### src/rtl/arb_pkg.sv
// Shared types and helpers for the round-robin one-hot arbiter.
package arb_pkg;

  localparam int ARB_N = 8;

  typedef enum logic {
    IDLE  = 1'b0,
    OFFER = 1'b1
  } arb_state_t;

  // Index of the set bit of a one-hot vector (up to 32 bits wide).
  // Returns 0 for an all-zero vector.
  function automatic int unsigned onehot2idx(input logic [31:0] oh);
    int unsigned idx;
    idx = 0;
    for (int unsigned i = 0; i < 32; i++) begin
      if (oh[i]) idx = idx | i;
    end
    return idx;
  endfunction

endpackage

### src/rtl/rr_pick.sv
// Round-robin pick: first set bit of pending, scanning from ptr+1 upward
// with wrap from N-1 to 0. Produces a one-hot vector, or zero if pending==0.
module rr_pick
  import arb_pkg::*;
#(
  parameter int N  = ARB_N,
  parameter int PW = (N > 1) ? $clog2(N) : 1
) (
  input  logic [N-1:0]  pending,
  input  logic [PW-1:0] ptr,
  output logic [N-1:0]  onehot
);

  // Rotate / priority-find / unrotate folded into one wrapped scan.
  always_comb begin
    logic        found;
    int unsigned base;
    int unsigned idx;
    onehot = '0;
    found  = 1'b0;
    base   = 32'(ptr) + 1;
    for (int unsigned k = 0; k < N; k++) begin
      idx = base + k;
      if (idx >= N) idx = idx - N;
      if (!found && pending[idx]) begin
        onehot[idx] = 1'b1;
        found       = 1'b1;
      end
    end
  end

endmodule

### src/rtl/rr_onehot_arbiter.sv
// Round-robin request arbiter feeding the 8-to-3 encoder. Collects sticky
// requests and offers one one-hot grant at a time over valid/ready.
module rr_onehot_arbiter
  import arb_pkg::*;
#(
  parameter int N = ARB_N
) (
  input  logic         clk,
  input  logic         rst,
  input  logic [N-1:0] req,
  input  logic         grant_ready,
  output logic         grant_valid,
  output logic [N-1:0] grant_onehot,
  output logic [N-1:0] pending,
  output logic         req_dropped
);

  localparam int PW = (N > 1) ? $clog2(N) : 1;

  arb_state_t  state_q, state_d;
  logic [PW-1:0] ptr_q, ptr_d;
  logic [N-1:0]  pending_q, pending_d;
  logic [N-1:0]  grant_onehot_q, grant_onehot_d;
  logic          grant_valid_q, grant_valid_d;
  logic          req_dropped_q, req_dropped_d;

  logic          hs;
  logic [N-1:0]  clr;
  logic [N-1:0]  remain;
  logic [PW-1:0] hs_ptr;
  logic [N-1:0]  pick_idle;
  logic [N-1:0]  pick_next;

  // Pick from the registered pending set using the current pointer (IDLE).
  rr_pick #(.N(N), .PW(PW)) u_pick_idle (
    .pending (pending_q),
    .ptr     (ptr_q),
    .onehot  (pick_idle)
  );

  // Back-to-back pick: what remains after the handshake, scanned from the
  // just-granted index so the next grant uses the updated pointer.
  rr_pick #(.N(N), .PW(PW)) u_pick_next (
    .pending (remain),
    .ptr     (hs_ptr),
    .onehot  (pick_next)
  );

  // Handshake, pending/drop update and FSM next state.
  always_comb begin
    hs            = grant_valid_q && grant_ready;
    clr           = hs ? grant_onehot_q : '0;
    remain        = pending_q & ~clr;
    pending_d     = remain | req;
    req_dropped_d = |(req & pending_q & ~clr);
    hs_ptr        = PW'(onehot2idx(32'(grant_onehot_q)));

    state_d        = state_q;
    ptr_d          = ptr_q;
    grant_onehot_d = grant_onehot_q;
    grant_valid_d  = grant_valid_q;

    unique case (state_q)
      IDLE: begin
        if (|pending_q) begin
          grant_onehot_d = pick_idle;
          grant_valid_d  = 1'b1;
          state_d        = OFFER;
        end else begin
          grant_onehot_d = '0;
          grant_valid_d  = 1'b0;
        end
      end
      OFFER: begin
        if (hs) begin
          ptr_d = hs_ptr;
          if (|remain) begin
            grant_onehot_d = pick_next;
          end else begin
            grant_onehot_d = '0;
            grant_valid_d  = 1'b0;
            state_d        = IDLE;
          end
        end
      end
      default: begin
        state_d        = IDLE;
        grant_onehot_d = '0;
        grant_valid_d  = 1'b0;
      end
    endcase
  end

  // State registers with synchronous reset; reset wins over any handshake.
  always_ff @(posedge clk) begin
    if (rst) begin
      state_q        <= IDLE;
      ptr_q          <= PW'(N - 1);
      pending_q      <= '0;
      grant_onehot_q <= '0;
      grant_valid_q  <= 1'b0;
      req_dropped_q  <= 1'b0;
    end else begin
      state_q        <= state_d;
      ptr_q          <= ptr_d;
      pending_q      <= pending_d;
      grant_onehot_q <= grant_onehot_d;
      grant_valid_q  <= grant_valid_d;
      req_dropped_q  <= req_dropped_d;
    end
  end

  assign grant_valid  = grant_valid_q;
  assign grant_onehot = grant_onehot_q;
  assign pending      = pending_q;
  assign req_dropped  = req_dropped_q;

endmodule

### config.mk
export PLATFORM = sky130hd
export DESIGN_NAME = rr_onehot_arbiter
export DESIGN_NICKNAME = d
export VERILOG_FILES = /design/src/rtl/arb_pkg.sv /design/src/rtl/rr_pick.sv /design/src/rtl/rr_onehot_arbiter.sv
export SDC_FILE = /design/constraint.sdc
export NUM_CORES = 1
export LEC_CHECK = 0
export ABC_CLOCK_PERIOD_IN_PS = 4300
export CAP_MARGIN = 0
export CORE_MARGIN = 5
export CORE_UTILIZATION = 40
export CTS_BUF_LIST = sky130_fd_sc_hd__clkbuf_4 sky130_fd_sc_hd__clkbuf_8 sky130_fd_sc_hd__clkbuf_16
export CTS_CLUSTER_DIAMETER = 40
export DETAILED_ROUTE_END_ITERATION = 10
export PLACE_DENSITY_LB_ADDON = 0.08
export SYNTH_ARGS = -nofsm -noshare
export SYNTH_HDL_FRONTEND = slang
export SYNTH_SLANG_ARGS = --single-unit
### constraint.sdc
create_clock -name clk -period 4.3 [get_ports clk]
set_clock_uncertainty 0.05 [all_clocks]
set_input_delay 0.645 -clock clk [delete_from_list [all_inputs] [get_ports clk]]
set_output_delay 0.645 -clock clk [all_outputs]
set_load 0.01 [all_outputs]
* After elaboration in Yosys (flattened, before gate mapping)
Cells that the tools add are included.
Storage, ports and cells: logic and storage cells 287, register bits 22, input port bits 11, output and inout port bits 18
Operators by class: add/subtract/negate cells 32, bitwise logic cells 20, magnitude comparators 48, multiplexer cells 129, equal/unequal tests 2, reductions and logical operators 50
Operators by type and width (count):
- $ge A32 B1 Y1 const B | 16
- $ge A32 B4 Y1 const B | 16
- $lt A32 B4 Y1 const B | 16
- $mux W32 | 16
- $sub A32 B4 Y32 const B | 16
- $add A32 B3 Y32 const B | 8
- $mux W8 | 20
- $add A32 B2 Y32 const B | 4
- $or A8 B8 Y8 | 15
- $add A32 B1 Y32 const B | 2
- $mux W1 | 52
- $bmux W1 S3 | 16
- $demux W1 S3 | 16
- $logic_and A1 B1 Y1 | 31
- $and A8 B8 Y8 | 3
- $reduce_or A8 Y1 | 3
- $pmux W8 S2 | 1
- $logic_not A1 Y1 | 14
- $mux W3 | 4
- $add A3 B1 Y4 const B | 2
- $not A8 Y8 | 1
- $mux W2 | 2
- $pmux W1 S2 | 2
- $reduce_and A2 Y1 | 2
- 3 further kinds | 3

* Depth between registers and ports, before layout
depth after elaboration 37, mapped depth 17, depth with buffers taken out 13

* Cells and area by module
Synthesis repeated with hierarchy kept, for this count alone.
Second synthesis, totals: cell total of the unflattened synthesis 428, area total of the unflattened synthesis 3773.6 µm²
Modules (own cells, without submodules):
- rr_pick | seq. area each 0.0 µm², instances 2, area an instance 1333.8 µm², cells an instance 150
- rr_onehot_arbiter | seq. area each 440.4 µm², instances 1, area an instance 1106.1 µm², cells an instance 128

* Worst setup path before layout
OpenSTA, ideal clock, no wires.
path kind flip-flop to flip-flop, from reg grant_onehot_q[7] (netlist: grant_onehot[7]), to reg grant_onehot_q[7] (netlist: grant_onehot[7]), data arrival time 4.151 ns, setup time 0.057 ns, slack 0.042 ns, period minus slack after synthesis 4.258 ns, stages on the path, launching flop included 16, path buffers 4, path through dfxtp_1 > nor4_4 > buf_2 > buf_2 > buf_1 > ha_1 > buf_2 > inv_2 > mux4_2 > nor2_1 > a221oi_2 > nand2b_2 > or4_4 > o2bb2a_4 > a21oi_1 > a21o_1
Between the ends: word-level cells in the longest chain between the ends 31, elaborated cells between the ends (all ways) 132, classes of those cells 16 x add/sub; 24 x order compare; 60 x mux; 9 x bitwise; 23 x reduce/logical
RTL lines:
- start, declared | line rr_onehot_arbiter.sv:23 | logic [N-1:0] grant_onehot_q, grant_onehot_d;
- start signal, assigned | line rr_onehot_arbiter.sv:107 | grant_onehot_q <= grant_onehot_d;
- branches (longest 28 deep; another with $add A32 B1 Y32)
- $mux W8 (*) | line rr_onehot_arbiter.sv:77 | if (|remain) begin
- $mux W8 (*) | line rr_onehot_arbiter.sv:75 | if (hs) begin
- $pmux W8 S2 (*) | line rr_onehot_arbiter.sv:63 | unique case (state_q)
Every way passes the cells marked *. The select of a mux whose other input is x is not followed. A chain may end at the register's enable or synchronous reset.

* Final worst setup path
from reg grant_onehot_q[7] (netlist: grant_onehot[7]), to reg grant_onehot_q[1] (netlist: grant_onehot[1])
Between the ends: word-level cells in the longest chain between the ends 31, elaborated cells between the ends (all ways) 132, classes of those cells 16 x add/sub; 24 x order compare; 60 x mux; 9 x bitwise; 23 x reduce/logical
RTL lines:
- $mux W3 (*) | line arb_pkg.sv:17 | if (oh[i]) idx = idx | i;
- named net hs_ptr[1] | line rr_onehot_arbiter.sv:30 | logic [PW-1:0] hs_ptr;
- $add A3 B1 Y4 (*) | line rr_pick.sv:21 | base = 32'(ptr) + 1;
- branches (longest 25 deep; another with $add A32 B1 Y32)
- $mux W8 (*) | line rr_pick.sv:25 | if (!found && pending[idx]) begin
- $mux W8 (*) | line rr_onehot_arbiter.sv:77
- $mux W8 (*) | line rr_onehot_arbiter.sv:75
- $pmux W8 S2 (*) | line rr_onehot_arbiter.sv:63
Mark *: on every way through the listed nets, which the timed path passes. The select of a mux whose other input is x is not followed.

==> reports/metrics.yaml <==
outcome:
  status: "finished, final reports clean"
placed_design:
  gp_congestion: 1.009
  hpwlAfterDp_um: 11490
  post_dp_cell_area_sq_um: 4503
  port_buffers: 28
sta:
  hold_violations: 0
  period_needed_ns: 4.049
  maxSlewViolCount: 0
  slew_headroom_pct: 42.33
  fmax_mhz: 246.9
  period_share_pct: 94.17
  worst_pin_slew_ns: 0.8624
  finalSetupViolations: 0
worst_setup_path:
  cp_slowest_stage_delay_ns: 0.60
  path_cells: "nor4_2 -> buf_4 -> inv_1 -> ha_1 -> inv_2 -> mux4_2 -> nor2_1 -> a221oi_2 -> nand2b_2 -> or4_4 -> o221ai_1 -> o21bai_1 -> a31o_1"
  start_kind: "flop"
  worstSetupEndpointType: "flop"
  path_class: "reg2reg"
  rrSetupSlack_ns: 0.25
  cp_slowest_cell: "mux4_2"
  crit_arrival_ns: 4.22
  cp.required_ns: 4.47
  cp_max_fo: 7
routing:
  routed_via_density: 6.617
  via_count: 4824
  ant_nets: 0
  wirelength_um: 14890
  drtIter0Drc: 436
  drtPass1Iterations: 5
  wl_per_cell_um: 20.42
  remaining_drc_errors: 0
die:
  row_count: 36
  initial_core_util_pct: 41.05
  die_x_um: 110.2
  coreArea_sq_um: 9774
  die_h_um: 110.2
  die_area_sq_um: 12130
  pin_count: 29
yosys:
  ys_seq_area_share_pct: 10.98
  synth_cells: 580
  synth_cell_types: 81
  yosys.area.top_type_share_pct: 10.98
  async_flop_share_pct: 0
  yosys-top-cells-area: "dfxtp_1, nor2_1, nand2_1"
  yosys_warnings: 0
  synth_edf_count: 0
  postSynthAreaPerCell_sq_um: 6.918
  synth_ff_type: "dfxtp_1"
  syn_area_sq_um: 4013
  synth_nets: 605
  synth_largest_area_cell: "dfxtp_1"
  synth_seq_cells: 22
clock_tree:
  cts_buffers: 3
  htreeDepth: 1
  clock_latency_ns: 0.27
  tritoncts: "done"
  root_buffer: "clkbuf_8"
  cts_sinks: 22
  ctsLongestPathBuffers: 2
  cts_setup_buffers: 0
  cts.clk_slew.worst_paths_ns: 0.09
finish:
  fin_nets: 622
  area_growth_pct: 14.06
  diodes: 0
  fin_area_sq_um: 4577
  layout-drive-gt1-share_pct: 12.25
hold_path:
  min_path_type: "reg2reg"
global_routing:
  antenna_found_initial: 0
  grt_pass1_vias: 4295
  grt_pass1_wl_um: 23760
  gr-total-overflow: 0
  grt_max_degree: 62
  grtUsageTotal_pct: 24.84
job:
  maxCapViolCount: 0
## cells in the final DEF, fill, tap and decap left out, types with 7 or more instances in the layout
| cell type | Yosys | final |
|---|---|---|
| a211oi_1 | 8 | 8 |
| a21oi_1 | 34 | 34 |
| a22oi_1 | 9 | 9 |
| a31oi_1 | 10 | 10 |
| a32oi_1 | 10 | 10 |
| and2_1 | 11 | 11 |
| and3_1 | 7 | 7 |
| buf_4 | 2 | 31 |
| clkdlybuf4s50_1 | 0 | 28 |
| dfxtp_1 | 22 | 21 |
| ha_1 | 14 | 14 |
| inv_1 | 12 | 12 |
| mux2_2 | 8 | 8 |
| mux2i_1 | 15 | 15 |
| mux4_2 | 10 | 10 |
| nand2_1 | 70 | 70 |
| nand3_1 | 26 | 26 |
| nand4_1 | 9 | 9 |
| nor2_1 | 71 | 71 |
| nor2b_1 | 9 | 9 |
| nor3_1 | 29 | 29 |
| nor4_1 | 14 | 12 |
| o211ai_1 | 14 | 14 |
| o21ai_0 | 9 | 9 |
## synthesized netlist by cell type, drive strengths merged, types with 11 or more instances
cell	number
mux2i	15
buf	14
o211ai	14
ha	14
nor2	71
a21oi	34
nand3	26
dfxtp	22
clkbuf	33
o21ai	11
nor4	16
inv	14
nand2	70
and2	11
nor3	29
## worst max-delay path, delay by kind of cell, from the launching register on
kind | cells | cell delay, ns
simple gates | 4 | 1.29
compound gates | 4 | 0.71
mux | 1 | 0.60
buf+inv | 3 | 0.49
flops | 1 | 0.44
fa+ha+maj | 1 | 0.40
## final timing paths
| check | start | to | cells after the start |
|---|---|---|---|
| hold reg to reg | state_q$_SDFF_PP0_ | grant_valid$_SDFFE_PP0P_ | 2 |
| setup / recovery | grant_onehot[7]$_SDFFE_PP0P_ | grant_onehot[1]$_SDFFE_PP0P_ | 13 |
| hold / removal | state_q$_SDFF_PP0_ | grant_valid$_SDFFE_PP0P_ | 2 |
| setup reg to reg | grant_onehot[7]$_SDFFE_PP0P_ | grant_onehot[1]$_SDFFE_PP0P_ | 13 |
## final cells by class
type,instances,area (sq um)
Multi-Input combinational cell,495,3341
Clock buffer,4,55.05
Timing Repair Buffer,59,513.0
Sequential cell,22,441.7
Inverter,16,60.06
Tap cell,133,166.4
Fill cell,1018,5197
## kinds of logic after synthesis
family	Yosys count	share of synthesized area, %
flip-flops	22	10.98
AO/OA/AOI/OAI	162	29.81
multiplexers	34	11.88
adder cells (fa/ha/maj)	14	4.366
AND/OR/NAND/NOR	280	35.45
XOR/XNOR	5	1.279
buffers and inverters	63	6.236
## what timing repair did
| item | CTS | global route |
|---|---|---|
| endpoints found under the hold margin | 0 | 0 |
| resized for setup | 0 | 3 |
| setup endpoints to repair | 0 | 6 |
| hold buffers | 0 | 0 |
## through the flow
| step | util, % | std cells | setup WS (ns) | hold WS [ns] | TNS (ns) |
|---|---|---|---|---|---|
| finish | 46.83 | 729 | 0.2506 | 0.5434 | 0 |
| global route | 46.83 | 729 | -0.001402 | 0.6111 | -0.001402 |
| CTS | 46.63 | 729 | 0.1906 | 0.5473 | 0 |
| detailed placement | 46.07 | 725 | 0.04560 | 0.5253 | 0 |
| global placement | 46.07 | 725 | -0.02761 | 0.5264 | -0.02761 |
| floorplan | - | 580 | 0.04185 | 0.4619 | 0 |
## state kept, by name, indices dropped and copies added (netlist names)
register      cells
pending           8
req_dropped       1
grant_onehot      8
state_q           1
grant_valid       1
ptr_q             3
## per-layer routing
layer	GRT usage (%)	wire, um
met4	1.143	95
met3	4.193	1341
met5	0	0
met1	38.08	7058
met2	38.17	6389
Power is left out: the tool's default activity adds up to more than one toggle a clock period on the data nets, which glitch-free logic cannot reach.
